$ cat config.mk
export PLATFORM = sky130hd
export DESIGN_NAME = control_unit
export DESIGN_NICKNAME = d
export VERILOG_FILES = /design/src/rtl/control_unit.sv
export SDC_FILE = /design/constraint.sdc
export NUM_CORES = 1
export LEC_CHECK = 0
export ABC_CLOCK_PERIOD_IN_PS = 1800
export BUFFER_PORTS_ARGS = -buffer_cell sky130_fd_sc_hd__buf_2
export CAP_MARGIN = 5
export CORE_MARGIN = 5
export CORE_UTILIZATION = 36
export DETAILED_ROUTE_END_ITERATION = 10
export PLACE_DENSITY_LB_ADDON = 0.25
export SYNTH_ARGS = -nofsm -noshare
export SYNTH_HDL_FRONTEND = slang
export SYNTH_SLANG_ARGS = --single-unit
$ cat constraint.sdc
create_clock -name clk -period 1.8 [get_ports clk]
set_clock_uncertainty 0.15 [all_clocks]
set_input_delay 0.09 -clock clk [delete_from_list [all_inputs] [get_ports clk]]
set_output_delay 0.09 -clock clk [all_outputs]
set_load 0.005 [all_outputs]
$ cat src/rtl/control_unit.sv
// Multi-cycle control unit: Moore FSM sequencing fetch, decode, load, store, add and sub.
// Optional macro CU_HALT_EN routes opcode 0101 to a HALT state left only by reset.
module control_unit #(
  parameter int unsigned D_AW = 8
) (
  input  logic            clk,
  input  logic            reset,
  input  logic [15:0]     IR,
  output logic            PC_clr,
  output logic            PC_up,
  output logic            IR_ld,
  output logic [D_AW-1:0] D_addr,
  output logic            D_wr,
  output logic            RF_s,
  output logic [3:0]      RF_W_addr,
  output logic            RF_W_en,
  output logic [3:0]      RF_Ra_addr,
  output logic [3:0]      RF_Rb_addr,
  output logic [2:0]      ALU_s0,
  output logic [3:0]      out_state
);

  typedef enum logic [3:0] {
    StInit   = 4'd0,
    StFetch  = 4'd1,
    StDecode = 4'd2,
    StNoop   = 4'd3,
    StLoadA  = 4'd4,
    StLoadB  = 4'd5,
    StStore  = 4'd6,
    StAdd    = 4'd7,
    StSub    = 4'd8,
    StHalt   = 4'd9
  } state_e;

  state_e state_q, state_d;

  logic [3:0]      opcode;
  logic [D_AW-1:0] load_addr;
  logic [D_AW-1:0] store_addr;

  assign opcode     = IR[15:12];
  assign load_addr  = D_AW'(IR[11:4]);
  assign store_addr = D_AW'(IR[7:0]);
  assign out_state  = state_q;

  always_comb begin
    state_d = state_q;
    unique case (state_q)
      StInit:   state_d = StFetch;
      StFetch:  state_d = StDecode;
      StDecode: begin
        case (opcode)
          4'h0:    state_d = StNoop;
          4'h1:    state_d = StStore;
          4'h2:    state_d = StLoadA;
          4'h3:    state_d = StAdd;
          4'h4:    state_d = StSub;
`ifdef CU_HALT_EN
          4'h5:    state_d = StHalt;
`endif
          default: state_d = StNoop;
        endcase
      end
      StLoadA:  state_d = StLoadB;
      StHalt:   state_d = StHalt;
      default:  state_d = StFetch;
    endcase
  end

  always_ff @(posedge clk) begin
    if (reset) begin
      state_q <= StInit;
    end else begin
      state_q <= state_d;
    end
  end

  // Outputs depend only on the registered state and the held instruction.
  always_comb begin
    PC_clr     = 1'b0;
    PC_up      = 1'b0;
    IR_ld      = 1'b0;
    D_addr     = '0;
    D_wr       = 1'b0;
    RF_s       = 1'b0;
    RF_W_addr  = 4'h0;
    RF_W_en    = 1'b0;
    RF_Ra_addr = 4'h0;
    RF_Rb_addr = 4'h0;
    ALU_s0     = 3'b000;
    unique case (state_q)
      StInit:  PC_clr = 1'b1;
      StFetch: begin
        IR_ld = 1'b1;
        PC_up = 1'b1;
      end
      StDecode: begin
        // Early address/register presentation so read data lands in the next state.
        if (opcode == 4'h2) begin
          D_addr = load_addr;
        end else if (opcode == 4'h1) begin
          D_addr = store_addr;
        end
        RF_Ra_addr = IR[11:8];
        RF_Rb_addr = IR[7:4];
      end
      StLoadA: D_addr = load_addr;
      StLoadB: begin
        D_addr    = load_addr;
        RF_s      = 1'b1;
        RF_W_en   = 1'b1;
        RF_W_addr = IR[3:0];
      end
      StStore: begin
        D_wr       = 1'b1;
        D_addr     = store_addr;
        RF_Ra_addr = IR[11:8];
      end
      StAdd, StSub: begin
        RF_Ra_addr = IR[11:8];
        RF_Rb_addr = IR[7:4];
        RF_W_addr  = IR[3:0];
        RF_W_en    = 1'b1;
        ALU_s0     = (state_q == StAdd) ? 3'b001 : 3'b010;
      end
      default: ;
    endcase
  end

endmodule

==> impl_metrics.tcl <==
set metrics [dict create \
    portBuffers 49 \
    dieArea_sq_mm 0.00245 \
    grt_pass1_vias 620 \
    grt_overflow 0 \
    finalSetupViolCount 8 \
    drv_slew 0 \
    drt_first_pass_iters 4 \
    fillers 145 \
    die_h_um 49.5 \
    drc 0 \
    rows 14 \
    globalRouteMet3Util 0.0572 \
    ys_seq_elements 4 \
    r2r-start "out_state[2]" \
    yosysSeqAreaShare 0.143 \
    die_w_um 49.5 \
    r2r_slack_ns 0.12 \
    cp.required_ns 1.56 \
    ir_drop_uv 549 \
    finalWorstSetupSlack_ns -0.0280 \
    antenna_found_initial 0 \
    multi_input_area_sq_um 453 \
    hold_violations 0 \
    routed_wl_mm 1.85 \
    hold_depth 3 \
    synthCells 71 \
    grtUsageMet1 0.190 \
    worstPathArrival_ns 1.59 \
    ys_warn_count 0 \
    power.leakage_nw 0.467 \
    startpoint_type "register" \
    ff_latch_area_sq_um 85.1 \
    synth_cell_types 30 \
    period_share 1.02 \
    clock_latency_ns 0.23 \
    nets 143 \
    whs_endpoint "out_state[0]" \
    dpl.cell_count 133 \
    hold_path.startpoint "IR[15]" \
    grt_start_max_net_pins 14 \
    antenna_cells 0 \
    drtIter0Drc 5 \
    clkSlewWorstSetupHoldPaths_ns 0.04 \
    layout_commonest_cell "buf_2" \
    syn_nets 89 \
    avgViaCountPerCell 5.14 \
    place_congestion 0.764 \
    grt.met2_usage 0.236 \
    fmax_mhz 547 \
    drive_gt1_frac 0.545 \
    crit_path_end_kind "output pin" \
    numCtsBuffers 3 \
    largest_reg_flops 4 \
    cts_tree "done" \
    r2r-end "out_state[0]" \
    busiest_layer "met2" \
    wl_per_cell_um 13.3 \
    final_cells 139 \
    status "complete, but fails checks" \
    grt_pass1_wl_mm 2.97 \
    cts_buffer_depth 2 \
    syn_avg_cell_area_sq_um 7.91 \
    final_cell_mix "buf_2, nor2b_1, a22o_1" \
    cts_sinks 4 \
    power.density_mw_per_mm2 415 \
    num_vias 715 \
    ant_nets 0 \
    netlist_area_sq_um 562 \
    hpwlAfterDp_mm 1.49 \
    maxCapViolations 0 \
    setup_tns_ns -0.140 \
    violations "setup timing" \
    syn2layout_area_growth_pct 58.8 \
    start_util 0.377 \
    fin_crit_ns 1.83 \
    totalPowerFinal_mw 0.371 \
    hp-class "primary input to register" \
    cp_max_fo 8 \
    core_sq_mm 0.00149 \
    cts_root_buffer "clkbuf_4" \
    crit_type "register to output pin" \
    track_usage 0.146 \
    io_pins 51 \
    rr_worst_depth 4 \
    rsz0062_at_grt "yes" \
    cts_max_level 1 \
]
## worst max-delay path, cell delays in order (launching register included)
cell	delay, ns
dfxtp_1	0.30
or4b_4	0.55
o22ai_4	0.21
a22o_1	0.18
buf_2	0.11
## cells by family after synthesis
group / Yosys count / share of synthesized area
XOR/XNOR: 2 / 0.0312
buffers and inverters: 9 / 0.0891
AND/OR/NAND/NOR: 35 / 0.410
other: 1 / 0.00668
AO/OA/AOI/OAI: 20 / 0.321
flip-flops: 4 / 0.143
## per-stage QoR
stage	cell area [sq um]	hold slack (ns)	setup WS, ns	utilization
6_report	892	0.0742	-0.0280	0.599
5_1_grt	892	0.115	-0.105	0.599
4_1_cts	857	0.0826	-0.0245	0.576
3_5_place_dp	815	0.160	0.156	0.547
3_3_place_gp	815	0.166	0.169	0.547
2_1_floorplan	562	0.0168	0.226	-
## layout make-up
cell class                 instances  share of cell area
inverter                           2             0.00842
multi-input combinational         58               0.508
clock buffer                       3              0.0252
tap                               16              0.0224
sequential                         4              0.0954
timing repair buffer              56               0.341
## worst max path at each step
stage                      start        end  slack [ns]
floorplan           out_state[1]  D_addr[0]        0.23
global placement    out_state[3]  D_addr[2]        0.17
detailed placement  out_state[1]  D_addr[5]        0.16
CTS                 out_state[2]  D_addr[5]       -0.02
global route        out_state[2]  D_addr[4]       -0.11
finish              out_state[2]  D_addr[6]       -0.03
## report_power, final
| part | total (mW) | switching [mW] | leakage [nW] | internal [mW] |
|---|---|---|---|---|
| registers | 0.104 | 0.00802 | 0.0336 | 0.0960 |
| clock network | 0.109 | 0.0349 | 0.0138 | 0.0745 |
| logic | 0.157 | 0.0771 | 0.419 | 0.0802 |
| total | 0.371 | 0.120 | 0.467 | 0.251 |
## routing by layer
metal,share of wire,vias to the layer above
met2,0.48,28
li1,-,371
met3,0.096,2
met5,0,-
met4,0.0076,0
met1,0.41,314
## synth_stat cells
cell        n  area share
a21o_1      2       0.027
nor3b_1     1       0.013
buf_4       3       0.040
a21oi_1     1      0.0089
nand2b_1    5       0.056
o211ai_1    1       0.013
a2111oi_2   1       0.027
nor2_1      3       0.020
buf_2       4       0.036
conb_1      1      0.0067
a2bb2oi_1   1       0.016
o21a_1      2       0.027
a22o_1      8        0.12
or4b_1      1       0.018
xor2_1      1       0.016
nor3_1      4       0.036
and2_1      4       0.045
a31oi_1     1       0.011
nor2b_1    10        0.11
o22ai_4     1       0.036
xnor2_1     1       0.016
a2111oi_0   2       0.031
inv_1       2       0.013
nor4b_2     1       0.027
nor4b_1     2       0.031
or4b_4      1       0.024
dfxtp_1     4        0.14
and3_1      1       0.011
nand2_1     1      0.0067
nor4_1      1       0.011
## what timing repair did
action                     4_1_cts  5_1_grt
resized for setup                2        6
hold buffers                     1        0
setup endpoints to repair        8       20
hold endpoints to repair         4        0
pin swaps                        6        4
setup buffers                    1        1
No activity file was read; power rests on OpenSTA's default activity.
